File: src/rtl/alu_arb_pkg.sv
// Shared ALU function codes and requester ids for the shared-ALU arbiter.
package alu_arb_pkg;
  localparam logic [2:0] ADD  = 3'b000;
  localparam logic [2:0] SLL  = 3'b001;
  localparam logic [2:0] SLT  = 3'b010;
  localparam logic [2:0] SLTU = 3'b011;
  localparam logic [2:0] XOR  = 3'b100;
  localparam logic [2:0] SR   = 3'b101;
  localparam logic [2:0] OR   = 3'b110;
  localparam logic [2:0] AND  = 3'b111;

  typedef logic req_id_t;
  localparam req_id_t REQ_EX  = 1'b0;
  localparam req_id_t REQ_AGU = 1'b1;
endpackage

File: src/rtl/alu_arbiter_if.sv
// Request/response bundle between the two ALU requesters, the arbiter and the result consumer.
// Lock inputs exist only when ALU_ARB_LOCK_EN is defined.
interface alu_arbiter_if #(parameter int DATA_W = 32);
  import alu_arb_pkg::*;

  logic              req0_valid;
  logic              req0_ready;
  logic [DATA_W-1:0] req0_op1;
  logic [DATA_W-1:0] req0_op2;
  logic [2:0]        req0_funct3;
  logic              req0_shift_ctrl;
  logic              req0_sub_ctrl;

  logic              req1_valid;
  logic              req1_ready;
  logic [DATA_W-1:0] req1_op1;
  logic [DATA_W-1:0] req1_op2;
  logic [2:0]        req1_funct3;
  logic              req1_shift_ctrl;
  logic              req1_sub_ctrl;

`ifdef ALU_ARB_LOCK_EN
  logic              req0_lock;
  logic              req1_lock;
`endif

  logic              rsp_valid;
  logic              rsp_ready;
  req_id_t           rsp_id;
  logic [DATA_W-1:0] rsp_data;

  modport master (
`ifdef ALU_ARB_LOCK_EN
    output req0_lock, req1_lock,
`endif
    output req0_valid, req0_op1, req0_op2, req0_funct3, req0_shift_ctrl, req0_sub_ctrl,
    output req1_valid, req1_op1, req1_op2, req1_funct3, req1_shift_ctrl, req1_sub_ctrl,
    input  req0_ready, req1_ready,
    input  rsp_valid, rsp_id, rsp_data,
    output rsp_ready
  );

  modport slave (
`ifdef ALU_ARB_LOCK_EN
    input  req0_lock, req1_lock,
`endif
    input  req0_valid, req0_op1, req0_op2, req0_funct3, req0_shift_ctrl, req0_sub_ctrl,
    input  req1_valid, req1_op1, req1_op2, req1_funct3, req1_shift_ctrl, req1_sub_ctrl,
    output req0_ready, req1_ready,
    output rsp_valid, rsp_id, rsp_data,
    input  rsp_ready
  );
endinterface

File: src/rtl/alu.sv
// Combinational integer ALU: add/sub, shifts, set-less-than, logic ops; wraps on overflow, no flags.
module alu
  import alu_arb_pkg::*;
#(
  parameter int DATA_W = 32
) (
  input  logic [DATA_W-1:0] op1,
  input  logic [DATA_W-1:0] op2,
  input  logic [2:0]        funct3,
  input  logic              shift_ctrl,
  input  logic              sub_ctrl,
  output logic [DATA_W-1:0] result
);
  localparam int SH_W = $clog2(DATA_W);

  logic [SH_W-1:0] shamt;
  assign shamt = op2[SH_W-1:0];

  always_comb begin
    result = '0;
    case (funct3)
      ADD:  result = sub_ctrl ? (op1 - op2) : (op1 + op2);
      SLL:  result = op1 << shamt;
      SLT:  result = {{(DATA_W-1){1'b0}}, ($signed(op1) < $signed(op2))};
      SLTU: result = {{(DATA_W-1){1'b0}}, (op1 < op2)};
      XOR:  result = op1 ^ op2;
      SR:   result = shift_ctrl ? $unsigned($signed(op1) >>> shamt) : (op1 >> shamt);
      OR:   result = op1 | op2;
      AND:  result = op1 & op2;
      default: result = '0;
    endcase
  end
endmodule

File: src/rtl/rr_arb2.sv
// Two-way round-robin grant with priority pointer; with ALU_ARB_LOCK_EN the last winner
// can hold the grant while it keeps lock and valid high.
module rr_arb2
  import alu_arb_pkg::*;
#(
  parameter bit RESET_PTR = 1'b0
) (
  input  logic       clk,
  input  logic       rst_n,
  input  logic [1:0] valid,
`ifdef ALU_ARB_LOCK_EN
  input  logic [1:0] lock,
`endif
  input  logic       advance,
  output logic       gnt_vld,
  output req_id_t    gnt_id
);
  logic    ptr;
  logic    locked;
  req_id_t last_id;
  logic    last_vld;

`ifdef ALU_ARB_LOCK_EN
  assign locked = last_vld && lock[last_id] && valid[last_id];
`else
  assign locked = 1'b0;
`endif

  always_comb begin
    gnt_vld = |valid;
    gnt_id  = ptr;
    if (locked)
      gnt_id = last_id;
    else if (valid == 2'b01)
      gnt_id = REQ_EX;
    else if (valid == 2'b10)
      gnt_id = REQ_AGU;
  end

  // A locked grant leaves the pointer where round-robin will resume.
  always_ff @(posedge clk or negedge rst_n) begin
    if (!rst_n) begin
      ptr      <= RESET_PTR;
      last_id  <= REQ_EX;
      last_vld <= 1'b0;
    end else if (advance) begin
      if (!locked)
        ptr <= ~gnt_id;
      last_id  <= gnt_id;
      last_vld <= 1'b1;
    end
  end
endmodule

File: src/rtl/alu_arbiter.sv
// Shares one ALU between two requesters; result registered into a single tagged response (1-cycle latency).
// Optional ALU_ARB_LOCK_EN adds per-requester lock to keep the grant across back-to-back ops.
module alu_arbiter
  import alu_arb_pkg::*;
#(
  parameter int DATA_W    = 32,
  parameter int RESET_PTR = 0
) (
  input  logic          clk,
  input  logic          rst_n,
  alu_arbiter_if.slave  bus
);
  logic              accept;
  logic              fire;
  logic              gnt_vld;
  req_id_t           gnt_id;
  logic [DATA_W-1:0] alu_op1;
  logic [DATA_W-1:0] alu_op2;
  logic [2:0]        alu_funct3;
  logic              alu_shift;
  logic              alu_sub;
  logic [DATA_W-1:0] alu_res;

  logic              rsp_valid_q;
  req_id_t           rsp_id_q;
  logic [DATA_W-1:0] rsp_data_q;

  // The response slot can take a new result when empty or being drained this cycle.
  assign accept = !rsp_valid_q || bus.rsp_ready;
  assign fire   = rst_n && accept && gnt_vld;

  assign bus.req0_ready = fire && (gnt_id == REQ_EX);
  assign bus.req1_ready = fire && (gnt_id == REQ_AGU);

  rr_arb2 #(
    .RESET_PTR (1'(RESET_PTR))
  ) u_arb (
    .clk     (clk),
    .rst_n   (rst_n),
    .valid   ({bus.req1_valid, bus.req0_valid}),
`ifdef ALU_ARB_LOCK_EN
    .lock    ({bus.req1_lock, bus.req0_lock}),
`endif
    .advance (fire),
    .gnt_vld (gnt_vld),
    .gnt_id  (gnt_id)
  );

  always_comb begin
    alu_op1    = '0;
    alu_op2    = '0;
    alu_funct3 = '0;
    alu_shift  = 1'b0;
    alu_sub    = 1'b0;
    if (gnt_vld) begin
      if (gnt_id == REQ_EX) begin
        alu_op1    = bus.req0_op1;
        alu_op2    = bus.req0_op2;
        alu_funct3 = bus.req0_funct3;
        alu_shift  = bus.req0_shift_ctrl;
        alu_sub    = bus.req0_sub_ctrl;
      end else begin
        alu_op1    = bus.req1_op1;
        alu_op2    = bus.req1_op2;
        alu_funct3 = bus.req1_funct3;
        alu_shift  = bus.req1_shift_ctrl;
        alu_sub    = bus.req1_sub_ctrl;
      end
    end
  end

  alu #(
    .DATA_W (DATA_W)
  ) u_alu (
    .op1        (alu_op1),
    .op2        (alu_op2),
    .funct3     (alu_funct3),
    .shift_ctrl (alu_shift),
    .sub_ctrl   (alu_sub),
    .result     (alu_res)
  );

  always_ff @(posedge clk or negedge rst_n) begin
    if (!rst_n) begin
      rsp_valid_q <= 1'b0;
      rsp_id_q    <= REQ_EX;
      rsp_data_q  <= '0;
    end else if (fire) begin
      rsp_valid_q <= 1'b1;
      rsp_id_q    <= gnt_id;
      rsp_data_q  <= alu_res;
    end else if (bus.rsp_ready) begin
      rsp_valid_q <= 1'b0;
    end
  end

  assign bus.rsp_valid = rsp_valid_q;
  assign bus.rsp_id    = rsp_id_q;
  assign bus.rsp_data  = rsp_data_q;
endmodule

File: src/flat_wrapper.sv
// flat-port wrapper written by rule: the top's interface ports become plain ports
module alu_arbiter_flat import alu_arb_pkg::*;
#(
  parameter int DATA_W    = 32,
  parameter int RESET_PTR = 0
)
  (clk, rst_n, bus_req0_valid, bus_req0_op1, bus_req0_op2, bus_req0_funct3, bus_req0_shift_ctrl, bus_req0_sub_ctrl, bus_req1_valid, bus_req1_op1, bus_req1_op2, bus_req1_funct3, bus_req1_shift_ctrl, bus_req1_sub_ctrl, bus_req0_ready, bus_req1_ready, bus_rsp_valid, bus_rsp_id, bus_rsp_data, bus_rsp_ready);
  alu_arbiter_if #(.DATA_W(DATA_W)) bus_i ();
  input  logic clk;
  input  logic rst_n;
  input wire logic [$bits(bus_i.req0_valid)-1:0] bus_req0_valid;
  input wire logic [$bits(bus_i.req0_op1)-1:0] bus_req0_op1;
  input wire logic [$bits(bus_i.req0_op2)-1:0] bus_req0_op2;
  input wire logic [$bits(bus_i.req0_funct3)-1:0] bus_req0_funct3;
  input wire logic [$bits(bus_i.req0_shift_ctrl)-1:0] bus_req0_shift_ctrl;
  input wire logic [$bits(bus_i.req0_sub_ctrl)-1:0] bus_req0_sub_ctrl;
  input wire logic [$bits(bus_i.req1_valid)-1:0] bus_req1_valid;
  input wire logic [$bits(bus_i.req1_op1)-1:0] bus_req1_op1;
  input wire logic [$bits(bus_i.req1_op2)-1:0] bus_req1_op2;
  input wire logic [$bits(bus_i.req1_funct3)-1:0] bus_req1_funct3;
  input wire logic [$bits(bus_i.req1_shift_ctrl)-1:0] bus_req1_shift_ctrl;
  input wire logic [$bits(bus_i.req1_sub_ctrl)-1:0] bus_req1_sub_ctrl;
  output wire logic [$bits(bus_i.req0_ready)-1:0] bus_req0_ready;
  output wire logic [$bits(bus_i.req1_ready)-1:0] bus_req1_ready;
  output wire logic [$bits(bus_i.rsp_valid)-1:0] bus_rsp_valid;
  output wire logic [$bits(bus_i.rsp_id)-1:0] bus_rsp_id;
  output wire logic [$bits(bus_i.rsp_data)-1:0] bus_rsp_data;
  input wire logic [$bits(bus_i.rsp_ready)-1:0] bus_rsp_ready;
  assign bus_i.req0_valid = bus_req0_valid;
  assign bus_i.req0_op1 = bus_req0_op1;
  assign bus_i.req0_op2 = bus_req0_op2;
  assign bus_i.req0_funct3 = bus_req0_funct3;
  assign bus_i.req0_shift_ctrl = bus_req0_shift_ctrl;
  assign bus_i.req0_sub_ctrl = bus_req0_sub_ctrl;
  assign bus_i.req1_valid = bus_req1_valid;
  assign bus_i.req1_op1 = bus_req1_op1;
  assign bus_i.req1_op2 = bus_req1_op2;
  assign bus_i.req1_funct3 = bus_req1_funct3;
  assign bus_i.req1_shift_ctrl = bus_req1_shift_ctrl;
  assign bus_i.req1_sub_ctrl = bus_req1_sub_ctrl;
  assign bus_req0_ready = bus_i.req0_ready;
  assign bus_req1_ready = bus_i.req1_ready;
  assign bus_rsp_valid = bus_i.rsp_valid;
  assign bus_rsp_id = bus_i.rsp_id;
  assign bus_rsp_data = bus_i.rsp_data;
  assign bus_i.rsp_ready = bus_rsp_ready;
  alu_arbiter #(.DATA_W(DATA_W), .RESET_PTR(RESET_PTR)) u_core (.clk(clk), .rst_n(rst_n), .bus(bus_i));
endmodule
File: config.mk
export PLATFORM = sky130hd
export DESIGN_NAME = alu_arbiter_flat
export DESIGN_NICKNAME = d
export VERILOG_FILES = /design/src/rtl/alu_arb_pkg.sv /design/src/rtl/alu_arbiter_if.sv /design/src/rtl/alu.sv /design/src/rtl/rr_arb2.sv /design/src/rtl/alu_arbiter.sv /design/src/flat_wrapper.sv
export SDC_FILE = /design/constraint.sdc
export NUM_CORES = 1
export LEC_CHECK = 0
export CAP_MARGIN = 25
export CORE_MARGIN = 2
export CORE_UTILIZATION = 25
export CTS_BUF_LIST = sky130_fd_sc_hd__clkbuf_8 sky130_fd_sc_hd__clkbuf_16
export CTS_CLUSTER_SIZE = 40
export DETAILED_ROUTE_END_ITERATION = 10
export SYNTH_ARGS = -nofsm -noshare
export SYNTH_HDL_FRONTEND = slang
export SYNTH_SLANG_ARGS = --single-unit
File: constraint.sdc
create_clock -name clk -period 4.04 [get_ports clk]
set_input_delay 0.808 -clock clk [delete_from_list [all_inputs] [get_ports clk]]
set_output_delay 0.808 -clock clk [all_outputs]
set_load 0.1 [all_outputs]
* Word-level counts from Yosys, hierarchy flattened
Cells that the tools add are included.
** Storage, ports and cells
- Flip-flop bits (word level) :: 35
** Cells by class
- $add $sub $neg :: 2
- Magnitude comparators :: 2
- Equal/unequal tests :: 9
- Shift-type cells :: 3
- Muxes and demuxes :: 17
- Bitwise gates (word level) :: 4
- Reductions and logical operators :: 9
** Operators by type and width (number)
- $pmux W32 S8 :: 1
- $mux W32 :: 6
- $lt A32 B32 Y1 :: 2
- $add A32 B32 Y32 :: 1
- $and A32 B32 Y32 :: 1
- $or A32 B32 Y32 :: 1
- $shl A32 B5 Y32 :: 1
- $shr A32 B5 Y32 :: 1
- $sshr A32 B5 Y32 :: 1
- $sub A32 B32 Y32 :: 1
- $xor A32 B32 Y32 :: 1
- $eq A3 B3 Y1 const B :: 4
- $mux W1 :: 8
- $eq A3 B2 Y1 const B :: 2
- $mux W3 :: 2
- $logic_and A1 B1 Y1 :: 4
- $eq A3 B1 Y1 const B :: 1
- $logic_not A3 Y1 :: 1
- $eq A2 B1 Y1 const B :: 1
- $eq A2 B2 Y1 const B :: 1
- $reduce_bool A2 Y1 :: 1
- $reduce_or A2 Y1 :: 1
- $logic_not A1 Y1 :: 1
- $logic_or A1 B1 Y1 :: 1
- $not A1 Y1 :: 1

* Logic depth before layout (Yosys ltp)
- Depth after elaboration :: 8
- Depth in mapped cells :: 19
- Mapped depth without buffers :: 15

* Hierarchy
From an unflattened synthesis, not the netlist that was laid out.
** Second synthesis, totals
- Cell total of the unflattened synthesis :: 1499
- Area, all modules :: 11398.4 µm²
** By module, submodules not included
- alu :: instances 1, cells an instance 1260, area an instance 8663.3 µm², seq. area each 0.0 µm²
- alu_arbiter :: instances 1, cells an instance 230, area an instance 2660.1 µm², seq. area each 850.8 µm²
- rr_arb2 :: instances 1, cells an instance 9, area an instance 75.1 µm², seq. area each 25.0 µm²

* Worst setup path after synthesis
Ideal clock, no wire load.
- Kind :: input -> register
- Start point :: input port bus_req1_valid
- End point :: register u_core.rsp_data_q[25] (netlist: u_core.bus.rsp_data[25])
- Arrival :: 4.937 ns
- Path slack :: -0.979 ns
- Cell stages on the path :: 19
- Buffers on the path :: 5
- Cells stage by stage :: buf_4 > buf_2 > buf_2 > nor2_1 > nor2_1 > buf_2 > mux2i_1 > or2_2 > ha_1 > buf_2 > or4_1 > nor4b_1 > a21boi_1 > o21ai_2 > a311o_1 > o21ai_0 > xnor2_1 > nand2_1 > a31oi_1
** On the way
- Longest elaborated chain between the ends :: 8
- Elaborated cells between the ends (all ways) :: 35
- Classes of those cells :: add/sub (2); eq/ne (9); shift (3); mux (15); bitwise (3); reduce/logical (3)
** RTL lines
- start: declaration :: line flat_wrapper.sv:17 : input wire logic [$bits(bus_i.req1_valid)-1:0] bus_req1_valid;
- $eq A2 B2 Y1 :: line rr_arb2.sv:36 : else if (valid == 2'b10)
- $mux W1 :: line rr_arb2.sv:36
- $mux W1 :: line rr_arb2.sv:34 : else if (valid == 2'b01)
- $mux W32 :: line alu_arbiter.sv:56 : if (gnt_id == REQ_EX) begin
- $mux W32 :: line alu_arbiter.sv:55 : if (gnt_vld) begin
- $add A32 B32 Y32 (tied with other cells) :: line alu.sv:22 : ADD: result = sub_ctrl ? (op1 - op2) : (op1 + op2);
- $mux W32 (on tied branches) :: line alu.sv:22, alu.sv:27
- $pmux W32 S8 :: line alu.sv:21 : case (funct3)
- end signal: assignment :: line alu_arbiter.sv:91 : rsp_data_q <= alu_res;
- end: declaration :: line alu_arbiter.sv:26 : logic [DATA_W-1:0] rsp_data_q;
Several ways; a longest one is shown, not always the timed one.
A chain may end at the register's enable or synchronous reset.

* Worst setup path in the final report
- Start point :: input port bus_req1_valid
- End point :: register u_core.rsp_data_q[17] (netlist: u_core.bus.rsp_data[17])
Same word-level chain as after synthesis.

==> summary.md <==
| Metric | Value |
|---|---|
| Vias/cell | approximately 5.6 |
| Global routing usage on met1 | 40.1% |
| Std cell rows | 76 |
| Vias in the first global route | 15500 |
| Flop2flop setup slack | 0.14 ns |
| Skew final | 0.0141 ns |
| Iter 0 DRT Violations | approximately 1700 |
| Placed cell areas | 0.0177 mm2 |
| Syn avg cell area | 7.04 um2 |
| Peak VDD IR | 0.273 mV |
| Internal power | 3.51 mW |
| Min-delay src | u_core.bus.rsp_data[3] |
| # hold bufs at CTS | 0 |
| Die W | 214 um |
| Top cells by area, synth | mux2i_1 (13%), ha_1 (11%), dfrtp_1 (7.9%) |
| Tightest Pin Transition | 1.03 ns |
| Register area share after synthesis | 7.95% |
| CTS tree | yes |
| Port Buffers | 178 |
| Power Density | ~420 mW/mm2 |
| Total core area | 0.0433 mm2 |
| Post-DP HPWL | 58000 um |
| Clk_lat worst skew | around 0.34 ns |
| Worst setup EP type | flip-flop |
| Met3 Use GR | about 4.3% |
| Die ar. | 0.0458 mm2 |
| Mapped Nets | about 1800 |
| I/O Pins | 179 |
| DRT Pass-1 Iters | 5 |
| Final Cell Area | 0.0186 mm2 |
| Worst Setup Start Kind | input pin |
| Critical path fanouts, max | 7 |
| Total track usage | 29.8% |
| Root buffer cell | clkbuf_16 |
| Core Util, Final | 42.9% |
| GR peak layer | met2 |
| Final Cycle Share | 98.9% |
| Die Ht | 214 um |
| Num Clock Sinks | 35 |
| Final period demand of the worst path | 3.99 ns |
| Vias post-DR | roughly 16000 |
| GP Congestion | about 1.0 |
| Area delta synth->final | 68.5% |
| Relative slew slack | a little under a third |
| Critical Path RT | 4.31 ns |
| Post-Syn Instances | 1566 |
| WS Path Type | input pin to flip-flop |
| P_sw | 4.37 mW |
| Number of diodes | 0 |
| Post-synth top flop | dfrtp_1 |
| Max Root-Sink Buffers | 2 |
| Sw Share | 55.5% |
| Outcome | completed |
| Fin. Hold Viols | 0 |
| Achievable Freq | 0.250 GHz |
| Post-synth cell types | just over 90 |
| Worst reg2reg path startpoint | u_core.u_arb.ptr |
| Initial antenna violation count | 1 |
| Drt drc | 0 |
| Asr flop ratio synth | 100% |
| Starting Density | 25.5% |
| H-tree levels | 2 |
| First-pass GRT wire length | 103000 um |
| Synthesized flop and latch total | 35 |
| TritonCTS buffer count | 5 |
| Max_cap viols | 0 |
| Yosys top cell area share | 12.8% |
| Fin. max-slew vios | 0 |
| Critical path origin | bus_req1_valid |
| Layout net count | about 2500 |
| DRT Wirelength | 70000 um |
| Overflow after GRT | 0 |
| Layout cells sized above 1 | 35.5% |
| Final Setup Violations | 0 |
| WL/cell | 24.9 um |
| Clock slew at reported path FFs | 0.07 ns |
| Total Neg Setup Slack | 0 ns |
| Post-synth EDFFs | 0 |
| Global-route track usage on met2 | 46.1% |
| Top cell type by total area after synthesis | mux2i_1 |
| Hold Worst Slack | between 0.4 and 0.5 ns |
| Comb power frac | between 80% and 90% |
| Yosys warns | 0 |
| Largest net degree at the start of global routing | 64 |
| Hold Path Class | flip-flop to flip-flop |
| Post-DRT Antenna Nets | 0 |
| Seq pwr share | 7.4% |
| Synth Cell Area | ~0.011 mm2 |
| Pleak | 8.34 nW |
| Critical path arrival | 4.26 ns |
| Power share of the clock group | around 5.9% |
[per-layer routing]
layer,vias up,wire [um]
met2,807,30200
met1,7531,30200
li1,7180,-
met4,0,4130
met5,-,0
met3,161,5460
[cells by family after synthesis]
logic type	after synthesis	share of synthesized area, %
compound gates	545	34.5
mux	155	14.5
xor+xnor	24	1.91
flops	35	7.95
fa+ha+maj	99	11.4
simple gates	492	20.7
buf+inv	216	9.13
[synth_stat cells, types with 11 or more instances]
cell type  count
buf_4         16
a21oi_1      122
mux2_2        11
clkbuf_1      51
a31oi_1       33
nand3_1       36
a32oi_1       14
o221ai_1      18
nand2_1      171
buf_6         11
dfrtp_1       35
mux2i_1      141
a211oi_1      24
o211ai_1      44
nor3_1        39
xnor2_1       21
a32o_1        29
buf_2         36
inv_1         84
or2_2         30
a21o_1        13
nor2_1       141
o21bai_1      11
o21ai_0       95
ha_1          97
nand4_1       11
a221oi_1      15
o22ai_1       15
[stage by stage]
step           cells  worst slack [ns]  power, mW
3_5_place_dp    2794            -0.832       6.98
6_report        2814            0.0460       7.87
3_3_place_gp    2794            -0.815       6.96
5_1_grt         2814           -0.0360       8.24
4_1_cts         2810            0.0488       7.61
2_1_floorplan   1566            -0.145       3.91
[state kept, by name, indices dropped and copies added (netlist names)]
register,flops
u_core.bus.rsp_data,32
u_core.bus.rsp_id,1
u_core.u_arb.ptr,1
u_core.bus.rsp_valid,1
[final cells by class]
type | instances | area (um2)
Clock buffer | 5 | 125
Fill cell | 4476 | 24700
Sequential cell | 35 | 876
Inverter | 95 | 365
Timing Repair Buffer | 776 | 6500
Multi-Input combinational cell | 1315 | 9940
Tap cell | 585 | 732
Clock inverter | 3 | 23.8
[final timing paths]
path / endpoint / cells past startpoint
min in group asynchronous: u_core.u_arb.ptr / 2
max: u_core.bus.rsp_data[17] / 18
min reg2reg: u_core.bus.rsp_data[3] / 2
min: u_core.bus.rsp_data[3] / 2
max in group asynchronous: u_core.bus.rsp_data[25] / 2
max reg2reg: u_core.bus.rsp_data[17] / 17
[cell usage in the layout, fill, tap and decap left out, types with 10 or more instances in the layout]
cell type	instances
mux2i_1	140
o221ai_1	17
buf_4	576
a211oi_1	21
a31oi_1	29
xnor2_1	21
a32o_1	22
dfrtp_1	35
o21bai_1	11
ha_1	71
nand4_1	11
inv_1	84
o21ai_1	12
nand3_1	36
or2_4	10
mux2_2	11
buf_12	16
o22ai_1	15
ha_4	19
nor2_1	132
a21o_1	13
or2_2	20
o21ai_0	91
a21oi_1	111
a221oi_1	14
o211ai_1	44
clkdlybuf4s50_1	171
nand2_1	170
o21a_1	10
nor3_1	32
[power groups by stage]
stage | sequential (mW) | clock [mW] | combinational, mW
after CTS | 0.580 | 0.476 | 6.56
after detailed placement | 0.588 | 0 | 6.39
final | 0.581 | 0.463 | 6.83
after global routing | 0.591 | 0.485 | 7.16
after global placement | 0.582 | 0 | 6.38
after floorplan | 1.36 | 0 | 2.56
[critical path: stages]
cell and delay [ns]:
buf_2 0.14, a21boi_4 0.23, nor2_4 0.07, buf_12 0.14, buf_12 0.14, mux2i_1 0.12, or2_4 0.26, ha_4 0.26
a211o_1 0.27, a21oi_2 0.17, a22o_1 0.17, a21bo_4 0.24, a221o_1 0.32, a211oi_2 0.20, a21oi_1 0.08, xnor2_1 0.26
buf_4 0.21, o221a_2 0.18
[what timing repair did]
item / in CTS / in global routing
gates resized for setup: 67 / 57
pin swaps: 22 / 26
endpoints found under the setup margin: 28 / 21
setup buffers: 8 / 4
(Power assumes the default switching activity.)
